## src/rtl/alu_sched_pkg.sv

```systemverilog
// Shared types and constants for the ALU scheduler: FSM states,
// self-test op sequence and LFSR seed/taps.
package alu_sched_pkg;

  typedef enum logic {
    ST_IDLE = 1'b0,
    ST_TEST = 1'b1
  } state_t;

  localparam logic [31:0] LFSR_SEED = 32'hACE1_0001;
  localparam logic [31:0] LFSR_TAPS = 32'h8020_0003;

  localparam logic [2:0] OP_SEQ_LEN = 3'd5;
  localparam logic [2:0] OP_SEQ_0   = 3'b010;
  localparam logic [2:0] OP_SEQ_1   = 3'b110;
  localparam logic [2:0] OP_SEQ_2   = 3'b000;
  localparam logic [2:0] OP_SEQ_3   = 3'b001;
  localparam logic [2:0] OP_SEQ_4   = 3'b111;

  function automatic logic [2:0] op_at(input logic [2:0] idx);
    case (idx)
      3'd0:    op_at = OP_SEQ_0;
      3'd1:    op_at = OP_SEQ_1;
      3'd2:    op_at = OP_SEQ_2;
      3'd3:    op_at = OP_SEQ_3;
      3'd4:    op_at = OP_SEQ_4;
      default: op_at = OP_SEQ_0;
    endcase
  endfunction

endpackage

```

## src/rtl/lfsr32.sv

```systemverilog
// 32-bit right-shifting Galois LFSR used as the self-test operand source;
// holds its value whenever en is low.
module lfsr32
  import alu_sched_pkg::*;
(
  input  logic        clk,
  input  logic        reset,
  input  logic        en,
  output logic [31:0] q
);

  always_ff @(posedge clk) begin
    if (reset) begin
      q <= LFSR_SEED;
    end else if (en) begin
      q <= (q >> 1) ^ (q[0] ? LFSR_TAPS : '0);
    end
  end

endmodule

```

## src/rtl/alu_sched.sv

```systemverilog
// Shares one ALU between the CPU and an idle-time self-test engine, and
// tracks per-replica disagreement with the majority vote.
module alu_sched
  import alu_sched_pkg::*;
#(
  parameter int unsigned FAULT_LIMIT = 3,
  parameter int unsigned IDLE_GAP    = 4,
  parameter int unsigned TEST_LEN    = 8
) (
  input  logic         clk,
  input  logic         reset,
  input  logic         cpu_req,
  input  logic [31:0]  cpu_a,
  input  logic [31:0]  cpu_b,
  input  logic [2:0]   cpu_alucont,
  output logic         cpu_gnt,
  output logic [31:0]  alu_a,
  output logic [31:0]  alu_b,
  output logic [2:0]   alu_cont,
  input  logic [127:0] rep_result,
  input  logic [3:0]   rep_zero,
  input  logic [31:0]  voted,
  input  logic         voted_zero,
  output logic [3:0]   rep_en,
  output logic [11:0]  fault_cnt,
  output logic         bist_active,
  output logic         degraded
);

  localparam int unsigned VW = (TEST_LEN > 1) ? $clog2(TEST_LEN) : 1;

  state_t        r_state;
  logic [3:0]    r_idle_cnt;
  logic [VW-1:0] r_vec_idx;
  logic [2:0]    r_op_idx;
  logic [2:0]    r_cnt [4];
  logic [3:0]    r_rep_en;

  logic [31:0]   w_lfsr;
  logic          w_bist;
  logic          w_issued;
  logic [3:0]    w_mis;
  logic [2:0]    w_pop;

  lfsr32 u_lfsr (
    .clk   (clk),
    .reset (reset),
    .en    (w_bist),
    .q     (w_lfsr)
  );

  assign w_bist      = (r_state == ST_TEST) && !cpu_req;
  assign w_issued    = cpu_req || w_bist;
  assign cpu_gnt     = cpu_req;
  assign bist_active = w_bist;
  assign rep_en      = r_rep_en;
  assign fault_cnt   = {r_cnt[3], r_cnt[2], r_cnt[1], r_cnt[0]};
  assign w_pop       = {2'b00, r_rep_en[0]} + {2'b00, r_rep_en[1]}
                     + {2'b00, r_rep_en[2]} + {2'b00, r_rep_en[3]};
  assign degraded    = (w_pop < 3'd3);

  always_comb begin
    alu_a    = '0;
    alu_b    = '0;
    alu_cont = '0;
    if (cpu_req) begin
      alu_a    = cpu_a;
      alu_b    = cpu_b;
      alu_cont = cpu_alucont;
    end else if (w_bist) begin
      alu_a    = w_lfsr;
      alu_b    = {w_lfsr[15:0], w_lfsr[31:16]};
      alu_cont = op_at(r_op_idx);
    end
  end

  always_comb begin
    w_mis = '0;
    for (int unsigned i = 0; i < 4; i++) begin
      w_mis[i] = w_issued && r_rep_en[i] &&
                 ((rep_result[32*i +: 32] != voted) || (rep_zero[i] != voted_zero));
    end
  end

  // A CPU request in TEST only leaves the state; LFSR, op and vector
  // indices hold so the interrupted burst resumes where it stopped.
  always_ff @(posedge clk) begin
    if (reset) begin
      r_state    <= ST_IDLE;
      r_idle_cnt <= '0;
      r_vec_idx  <= '0;
      r_op_idx   <= '0;
    end else begin
      case (r_state)
        ST_IDLE: begin
          if (cpu_req) begin
            r_idle_cnt <= '0;
          end else if (r_idle_cnt + 4'd1 == 4'(IDLE_GAP)) begin
            r_state    <= ST_TEST;
            r_idle_cnt <= '0;
          end else begin
            r_idle_cnt <= r_idle_cnt + 4'd1;
          end
        end
        ST_TEST: begin
          if (cpu_req) begin
            r_state    <= ST_IDLE;
            r_idle_cnt <= '0;
          end else begin
            r_op_idx <= (r_op_idx == OP_SEQ_LEN - 3'd1) ? '0 : r_op_idx + 3'd1;
            if (r_vec_idx == VW'(TEST_LEN - 1)) begin
              r_state    <= ST_IDLE;
              r_vec_idx  <= '0;
              r_idle_cnt <= '0;
            end else begin
              r_vec_idx <= r_vec_idx + VW'(1);
            end
          end
        end
        default: r_state <= ST_IDLE;
      endcase
    end
  end

  // A replica stops being compared once disabled, so its counter
  // saturates at FAULT_LIMIT without an explicit clamp.
  always_ff @(posedge clk) begin
    if (reset) begin
      r_rep_en <= '1;
      for (int unsigned i = 0; i < 4; i++) begin
        r_cnt[i] <= '0;
      end
    end else begin
      for (int unsigned i = 0; i < 4; i++) begin
        if (w_mis[i]) begin
          r_cnt[i] <= r_cnt[i] + 3'd1;
          if (r_cnt[i] + 3'd1 == 3'(FAULT_LIMIT)) begin
            r_rep_en[i] <= 1'b0;
          end
        end
      end
    end
  end

endmodule

```

## config.mk

```make
export PLATFORM = sky130hd
export DESIGN_NAME = alu_sched
export DESIGN_NICKNAME = d
export VERILOG_FILES = /design/src/rtl/alu_sched_pkg.sv /design/src/rtl/lfsr32.sv /design/src/rtl/alu_sched.sv
export SDC_FILE = /design/constraint.sdc
export NUM_CORES = 1
export LEC_CHECK = 0
export CAP_MARGIN = 20
export CORE_AREA = 2 2 125 127
export DETAILED_ROUTE_END_ITERATION = 8
export DIE_AREA = 0 0 127 129
export DONT_BUFFER_PORTS = 1
export PLACE_DENSITY_LB_ADDON = 0.1
export SETUP_SLACK_MARGIN = 0.4
export SYNTH_ARGS = -nofsm -noshare
export SYNTH_HDL_FRONTEND = slang
export SYNTH_SLANG_ARGS = --single-unit
```

## constraint.sdc

```tcl
create_clock -name clk -period 3.1 [get_ports clk]
set_clock_uncertainty 0.1 [all_clocks]
set_input_delay 0.31 -clock clk [delete_from_list [all_inputs] [get_ports clk]]
set_output_delay 0.31 -clock clk [all_outputs]
set_load 0.05 [all_outputs]
```

==> results of run 1 <==
## final cells by class
class | count | area, um2
Tap cell | 188 | 235
Multi-Input combinational cell | 494 | 3170
Inverter | 14 | 52.6
Timing Repair Buffer | 75 | 1380
Fill cell | 1499 | 8550
Sequential cell | 59 | 1300
Clock inverter | 6 | 66.3
Clock buffer | 10 | 229
## layout by cell type, fill, tap and decap left out, types with 7 or more instances in the layout
cell,instances
nor3_1,17
a211o_1,11
ha_1,18
dfxtp_1,47
nor4_1,28
nor2_1,15
xor2_1,122
xnor2_1,18
clkbuf_16,9
buf_4,9
edfxtp_1,12
a21oi_1,33
nand2_1,155
inv_1,13
buf_12,65
a21o_1,14
nand4_1,8
and2_1,7
## layer usage
| layer | part of all wire | vias to the layer above |
|---|---|---|
| li1 | - | 2111 |
| met1 | 0.43 | 2058 |
| met2 | 0.47 | 170 |
| met3 | 0.090 | 14 |
| met4 | 0.0092 | 0 |
| met5 | 0 | - |
## cell usage after synthesis, types with 2 or more instances
master and n:
nand3_1 5, xor2_1 122, clkbuf_1 16, inv_1 13, nor3_1 17, nand2_1 155
nor3_2 4, a211o_1 11, buf_2 7, o21ai_0 6, a21o_1 14, nand4_1 8
xnor2_1 18, a22o_1 4, o21bai_1 4, edfxtp_1 12, a21oi_1 34, nor2_1 15
a211oi_1 2, nand2b_1 3, ha_1 18, and2_1 7, nor4_1 28, a31oi_1 6
nor2b_1 4, dfxtp_1 47
## per-stage QoR
step	cells	hold WS (ns)	power, mW	utilization
floorplan	592	0.327	1.33	-
global route	846	0.174	2.67	0.429
finish	846	0.183	2.56	0.429
CTS	846	0.168	2.59	0.429
detailed placement	828	0.291	1.59	0.408
global placement	828	0.289	1.59	0.408
## cells by family (layout without fill, tap and decap cells)
kind of cell | Yosys count | after routing
and+or+nand+nor | 248 | 248
buffers and inverters | 39 | 105
adders and majority gates | 19 | 19
AOI/OAI and AO/OA | 86 | 86
muxes | 1 | 1
DFF | 59 | 59
xor gates and xnor gates | 140 | 140
## state kept, by name (all words and copies together), names as in the netlist
signal and cells:
r_cnt 12, r_idle_cnt 4, r_op_idx 3, r_state 1, r_vec_idx 3, rep_en 4
u_lfsr.q 32
## power by group through the flow
| stage | Sequential (mW) | Clock [mW] | Combinational (mW) |
|---|---|---|---|
| 2_1_floorplan | 0.903 | 0 | 0.429 |
| 5_1_grt | 0.884 | 1.04 | 0.744 |
| 3_3_place_gp | 0.898 | 0 | 0.689 |
| 3_5_place_dp | 0.899 | 0 | 0.688 |
| 6_report | 0.882 | 0.974 | 0.701 |
| 4_1_cts | 0.883 | 1.00 | 0.707 |
## final timing paths
check                                  start            to  cells after the start
worst max register to register   r_cnt[0][0]     rep_en[0]                      4
worst min register to register  u_lfsr.q[28]  u_lfsr.q[28]                      2
worst max-delay path               rep_en[1]      degraded                      6
worst min-delay path                   reset   r_cnt[0][1]                      1
==> metrics.md, run 1 <==
| Metric | Value |
|---|---|
| Status | `completed` |
| CP Launch Type | `flip-flop` |
| DRC Markers | `0` |
| CTS Hold Bufs | `2` |
| All-Layer GR Usage | `0.217` |
| Tcrit/Tclk final | `0.819` |
| Post-route cell area | `0.00643 mm2` |
| Slowest CP cell | `fa_1` |
| Post-synth net total | `846` |
| GRT met1 Usage | `0.285` |
| Met2 usage | `0.339` |
| MaxCap Viol Count | `0` |
| Largest family of logic cells by synthesized area | `XOR/XNOR gates` |
| Net Sw Frac | `0.318` |
| Clock sinks | `59` |
| Reg2reg setup slack | `1.27 ns` |
| Cell family with the largest share of critical-path delay | `adder cells` |
| # setup viols final | `0` |
| Ys async rst share | `0` |
| Remaining global-route overflow | `0` |
| GR peak layer | `met2` |
| Pre-CTS setup slack | `0.904 ns` |
| CP arrival | `2.13 ns` |
| CTS tree | `built` |
| Gate count of the mapped netlist | `592` |
| Rows | `45` |
| Synth Area in Compound Gates | `0.121` |
| PD cells | `398 mW/mm2` |
| Post-synthesis sequential area ratio | `0.282` |
| Number of diodes | `0` |
| Pint | `1.74 mW` |
| Slew HR | `0.557` |
| Die area | `0.0164 mm2` |
| Post-Synth XOR/XNOR Area | `0.266` |
| Gpl congestion | `0.948` |
| Share of the synthesized area in the top cell type | `0.231` |
| Clock transition at the registers of the reported paths | `0.06 ns` |
| Clk network pwr share | `0.381` |
| Leakage | `2.81 nW` |
| Largest net degree at the start of global routing | `73` |
| CTS Buf Count | `9` |
| Core area | `0.0150 mm2` |
| Initial antenna violation count | `0` |
| DIE WIDTH | `127 um` |
| CTS root buffer | `clkbuf_16` |
| Crit end category | `output port` |
| Placement Cell Area | `0.00610 mm2` |
| DR vias | `4353` |
| Nets@finish | `907` |
| Buf/Inv on CP | `2` |
| Crit-path cells | `inv_1, fa_1, inv_1, ha_1, ha_1, a21oi_4` |
| Crit path required time | `2.69 ns` |
| Sequential share of power | `0.345` |
| Post-synthesis cell type count | `38` |
| Vias in the first global route | `4410` |
| RSZ-0062 raised after global routing | `false` |
| Setup bufs post-CTS | `0` |
| Post-synthesis adder-cell area fraction | `0.0531` |
| F_max | `394 MHz` |
| Syn-to-layout area delta | `39.3%` |
| CTS max path bufs | `2` |
| Post-route ant nets | `0` |
| Latest clock arrival within the worst-skew pair | `0.32 ns` |
| Maximum vdd drop | `0.231 mV` |
| Post-synthesis mux area share | `0.00217` |
| Setup WS post-layout | `0.562 ns` |
| Drt pass-1 iters | `4` |
| Hold Crit Class | `in -> reg` |
| Syn Area/Cell | `7.80 um2` |
| Pins Over Slew Limit | `0` |
| # resized after CTS | `0` |
| Worst Max-Slew Pin Slew | `0.664 ns` |
| Drt wl/cell | `21.4 um` |
| Main area contributors after synthesis | `xor2_1, dfxtp_1, nand2_1, edfxtp_1, ha_1` |
| Maximum fanout along the worst path | `2` |
| H-tree depth | `3` |
| Drt total wl | `18100 um` |
| Simple-gate share of the synthesized area | `0.242` |
| GR Util met3 | `0.0861` |
| CP Class | `reg -> out` |
| Die span in y | `129 um` |
| Final Hold Vio Count | `0` |
| First-pass GRT wire length | `26700 um` |
| Switching pwr | `0.812 mW` |
| DR iter-0 viols | `281` |
| Comb power frac | `0.274` |
| Starting density of the core | `0.308` |
| Post-synth top area cell | `xor2_1` |
| Vias/cell | `5.15` |
| Ports | `321` |
| TNS Setup | `0 ns` |
| Synthesized area | `0.00462 mm2` |
| Yosys reg bits | `59` |
| HPWL reported at the end of detailed placement | `15400 um` |
| Fin crit period | `2.54 ns` |
| CP peak stage delay | `0.50 ns` |
| Number of flops mapped to enable cells by yosys | `12` |
| Number of I/O port buffers | `0` |
| Primary FF master, synth | `dfxtp_1` |
| Ys Warns | `0` |
| Share of post-route cells with drive strength above 1 | `0.147` |
(Power assumes the default switching activity.)
==> run 2, diff against run 1 <==
Clock period 3.1 ns to 2.39 ns, I/O delays scaled along.
==> run 2 against run 1 <==
Against the previous run: non-clock buffer count up 10; critical path depth up 1; die area unchanged; flip-flop and latch count unchanged; wire length down 3.0%; via count up 1.6%; sequential share of layout area down 0.38 points; largest power group unchanged; highest routed layer unchanged.
==> metrics.md, run 2 (synthesis results as in run 1) <==
| Metric | Value |
|---|---|
| Status | `completed` |
| Number of diodes | `0` |
| Maximum fanout along the worst path | `2` |
| DR vias | `4421` |
| Number of I/O port buffers | `0` |
| Crit end category | `output port` |
| Reg-to-reg endpoint | `rep_en[0]` |
| Ports | `321` |
| WHS Path Cells | `1` |
| Layout Cells excl Fill | `856` |
| DR iter-0 viols | `248` |
| RSZ-0062 raised after global routing | `true` |
| CTS root buffer | `clkbuf_16` |
| Net Sw Frac | `0.309` |
| Depth of the most critical reg-to-reg path | `4` |
| CTS max path bufs | `2` |
| Sequential share of power | `0.326` |
| Leakage | `2.88 nW` |
| TNS Setup | `0 ns` |
| Post-Route Utilization | `0.441` |
| Most frequent cells in the layout | `nand2_1, xor2_1, buf_12` |
| Worst Max-Slew Pin Slew | `0.579 ns` |
| Pins Over Slew Limit | `0` |
| Die area | `0.0164 mm2` |
| Die span in y | `129 um` |
| Vias/cell | `5.16` |
| Most flops, register | `u_lfsr.q` |
| Drt total wl | `17500 um` |
| Clock transition at the registers of the reported paths | `0.05 ns` |
| CP Launch Type | `flip-flop` |
| Reg2reg setup slack | `0.62 ns` |
| All-Layer GR Usage | `0.209` |
| PD cells | `511 mW/mm2` |
| Slew HR | `0.610` |
| Drt wl/cell | `20.5 um` |
| Crit path required time | `2.05 ns` |
| Switching pwr | `1.04 mW` |
| Starting density of the core | `0.308` |
| MaxCap Viol Count | `0` |
| Clock sinks | `59` |
| DRC Markers | `0` |
| Total power | `3.37 mW` |
| Remaining global-route overflow | `0` |
| Drt pass-1 iters | `5` |
| Pre-CTS setup slack | `0.296 ns` |
| Nets@finish | `917` |
| Gpl congestion | `1.01` |
| DIE WIDTH | `127 um` |
| Post-route ant nets | `0` |
| Initial antenna violation count | `0` |
| Fin crit period | `2.31 ns` |
| R2R Path Start | `r_cnt[0][1]` |
| Post-route cell area | `0.00660 mm2` |
| Setup WS post-layout | `0.0804 ns` |
| Hold slack | `0.115 ns` |
| # setup viols final | `0` |
| HPWL reported at the end of detailed placement | `14800 um` |
| Commonest non-fill, non-tap cell in the layout | `nand2_1` |
| Max reg flops | `32` |
| Hold Path Sink | `r_cnt[3][2]` |
| Tcrit/Tclk final | `0.966` |
| CP Class | `reg -> out` |
| Inst Count DP | `838` |
| F_max | `433 MHz` |
| Clk network pwr share | `0.377` |
| H-tree depth | `3` |
| Setup bufs post-CTS | `0` |
| Worst Setup SP | `rep_en[0]` |
| Hold Crit Class | `in -> reg` |
| First-pass GRT wire length | `25900 um` |
| Core area | `0.0150 mm2` |
| Latest clock arrival within the worst-skew pair | `0.33 ns` |
| CP arrival | `1.97 ns` |
| Syn-to-layout area delta | `43.0%` |
| CTS tree | `built` |
| Final Hold Vio Count | `0` |
| Pint | `2.33 mW` |
| Placement Cell Area | `0.00622 mm2` |
| Rows | `45` |
| Maximum vdd drop | `0.312 mV` |
| Top flop regs | `u_lfsr.q x32, r_cnt x12` |
| CTS Buf Count | `9` |
| Hold path startpoint | `reset` |
| Comb power frac | `0.297` |
| Largest net degree at the start of global routing | `73` |
| Share of post-route cells with drive strength above 1 | `0.192` |
| Vias in the first global route | `4453` |
-- run 2: worst max path at each step --
stage	to	depth (start not counted)
6_report	degraded	7
3_3_place_gp	degraded	7
3_5_place_dp	degraded	7
2_1_floorplan	alu_cont[0]	4
4_1_cts	degraded	7
5_1_grt	degraded	7
-- run 2: routing by layer --
metal / track usage / share of wire / vias to the layer above
li1: - / - / 2132
met1: 0.262 / 0.41 / 2071
met2: 0.316 / 0.45 / 200
met3: 0.110 / 0.12 / 18
met4: 0.0549 / 0.011 / 0
met5: 0 / 0 / -
-- run 2: power by group through the flow --
| stage | clock, mW | sequential, mW | combinational [mW] |
|---|---|---|---|
| after CTS | 1.31 | 1.10 | 1.00 |
| after global routing | 1.34 | 1.10 | 1.06 |
| after detailed placement | 0 | 1.12 | 0.968 |
| after floorplan | 0 | 1.17 | 0.559 |
| final | 1.27 | 1.10 | 1.00 |
| after global placement | 0 | 1.12 | 0.966 |
-- run 2: cell type report --
cell class	instances	area (um2)
Fill cell	1497	8370
Sequential cell	59	1310
Inverter	14	57.6
Timing Repair Buffer	85	1480
Clock inverter	4	50.0
Multi-Input combinational cell	494	3220
Clock buffer	12	246
Tap cell	188	235
-- run 2: repair_timing --
item,CTS,global route
hold buffers,2,0
hold endpoints to repair,47,0
pin swaps,2,2
endpoints found under the setup margin,1,20
gates cloned,0,0
resized for setup,3,14
-- run 2: critical path, cell delays in order (launching register included) --
cell and delay (ns):
dfxtp_4 0.35, inv_4 0.03, fa_1 0.55, inv_2 0.05, ha_4 0.15, ha_4 0.21, a21oi_4 0.15, buf_12 0.15
==> run 3, diff against run 2 <==
Settings changed: CTS_CLUSTER_DIAMETER set to 40, MAX_ROUTING_LAYER set to met4.
==> run 3 against run 2 <==
Against the previous run: via count increased by 0.18%; cell count unchanged; sequential power about the same; worst hold slack got worse by 0.0098 ns; setup slack improved by 0.0086 ns; wire length increased by 0.33%; maximum frequency increased by 0.37%; largest cell class unchanged; highest routed layer unchanged.
==> metrics.md, run 3 (synthesis results as in run 1) <==
| Metric | Value |
|---|---|
| First-pass GRT wire length | `26000 um` |
| CP arrival | `1.96 ns` |
| Drt total wl | `17600 um` |
| Pins Over Slew Limit | `0` |
| RSZ-0062 raised after global routing | `true` |
| Number of diodes | `0` |
| Vias/cell | `5.17` |
| Die span in y | `129 um` |
| H-tree depth | `3` |
| Clock transition at the registers of the reported paths | `0.05 ns` |
| Post-route cell area | `0.00657 mm2` |
| WHS Path Cells | `1` |
| CTS max path bufs | `2` |
| Reg2reg setup slack | `0.63 ns` |
| Crit path required time | `2.05 ns` |
| Crit end category | `output port` |
| Placement Cell Area | `0.00622 mm2` |
| Leakage | `2.87 nW` |
| Clock sinks | `59` |
| Post-route ant nets | `0` |
| Depth of the most critical reg-to-reg path | `4` |
| CP Launch Type | `flip-flop` |
| Max reg flops | `32` |
| Hold Crit Class | `in -> reg` |
| Post-Route Utilization | `0.439` |
| Final Hold Vio Count | `0` |
| Maximum vdd drop | `0.315 mV` |
| Starting density of the core | `0.308` |
| Drt wl/cell | `20.6 um` |
| Die area | `0.0164 mm2` |
| Worst Setup SP | `rep_en[3]` |
| Tcrit/Tclk final | `0.963` |
| Inst Count DP | `838` |
| Setup WS post-layout | `0.0890 ns` |
| Nets@finish | `918` |
| Reg-to-reg endpoint | `rep_en[0]` |
| Share of post-route cells with drive strength above 1 | `0.186` |
| DR vias | `4429` |
| F_max | `435 MHz` |
| Most flops, register | `u_lfsr.q` |
| Gpl congestion | `1.02` |
| CTS root buffer | `clkbuf_16` |
| DIE WIDTH | `127 um` |
| DR iter-0 viols | `259` |
| Initial antenna violation count | `0` |
| Drt pass-1 iters | `4` |
| Syn-to-layout area delta | `42.4%` |
| Hold slack | `0.105 ns` |
| Most frequent cells in the layout | `nand2_1, xor2_1, buf_12` |
| Top flop regs | `u_lfsr.q x32, r_cnt x12` |
| Hold Path Sink | `r_cnt[0][1]` |
| DRC Markers | `0` |
| MaxCap Viol Count | `0` |
| CP Class | `reg -> out` |
| Largest net degree at the start of global routing | `73` |
| Latest clock arrival within the worst-skew pair | `0.32 ns` |
| CTS tree | `built` |
| Ports | `321` |
| Rows | `45` |
| Vias in the first global route | `4480` |
| HPWL reported at the end of detailed placement | `14800 um` |
| Status | `completed` |
| PD cells | `493 mW/mm2` |
| Fin crit period | `2.30 ns` |
| Remaining global-route overflow | `0` |
| Layout Cells excl Fill | `856` |
| # setup viols final | `0` |
| Hold path startpoint | `reset` |
| Total power | `3.24 mW` |
| Final-layout fill cell count | `1455` |
| CTS Buf Count | `9` |
| Commonest non-fill, non-tap cell in the layout | `nand2_1` |
| Number of I/O port buffers | `0` |
| Pre-CTS setup slack | `0.297 ns` |
| TNS Setup | `0 ns` |
| Worst Max-Slew Pin Slew | `0.642 ns` |
| Core area | `0.0150 mm2` |
| Maximum fanout along the worst path | `2` |
| All-Layer GR Usage | `0.216` |
| R2R Path Start | `r_cnt[0][1]` |
| Slew HR | `0.568` |
==> run 3: changes by cell type in the layout (fill, tap and decap cells not counted), sizes merged <==
cell	before	now
clkinvlp	2	1
clkinv	1	2
buf	84	85
bufinv	1	0
==> run 3: how the worst max path moves through the flow <==
stage / slack, ns / cells past startpoint / endpoint
3_3_place_gp: 0.32 / 7 / degraded
5_1_grt: 0.04 / 7 / degraded
4_1_cts: 0.05 / 7 / degraded
6_report: 0.09 / 7 / degraded
2_1_floorplan: 0.13 / 4 / alu_cont[0]
3_5_place_dp: 0.30 / 7 / degraded
==> run 3: timing repair <==
item / in CTS / in global routing
setup endpoints to repair: 1 / 14
gates resized for setup: 3 / 10
pin swaps: 2 / 1
setup buffers: 0 / 1
endpoints found under the hold margin: 47 / 0
hold buffers: 2 / 0
==> run 3: per-layer routing <==
layer | track usage | vias to the layer above | wire length [um]
met5 | - | - | 0
met4 | 0.0420 | 0 | 199
met3 | 0.105 | 23 | 1910
met2 | 0.325 | 194 | 8140
met1 | 0.264 | 2083 | 7350
li1 | - | 2129 | -
==> run 3: area by class of cell <==
cell class	instances	area, um2	area share
repair buffers	86	1490	0.227
clock buffers	12	246	0.0375
inverters	14	55.1	0.00838
flip-flops and latches	59	1310	0.200
well taps	188	235	0.0358
clock inverters	3	17.5	0.00267
multi-input cells	494	3210	0.489
==> run 3: critical path, stage by stage, from the launching register on <==
cell and delay [ns]:
dfxtp_2 0.33, inv_2 0.05, fa_1 0.55, inv_2 0.05
ha_4 0.15, ha_4 0.21, a21oi_4 0.14, buf_12 0.15
==> run 3: power by group <==
part / total (mW) / internal, mW / switching, mW
Clock: 1.14 / 0.718 / 0.422
Combinational: 1.00 / 0.453 / 0.551
Sequential: 1.10 / 1.05 / 0.0517
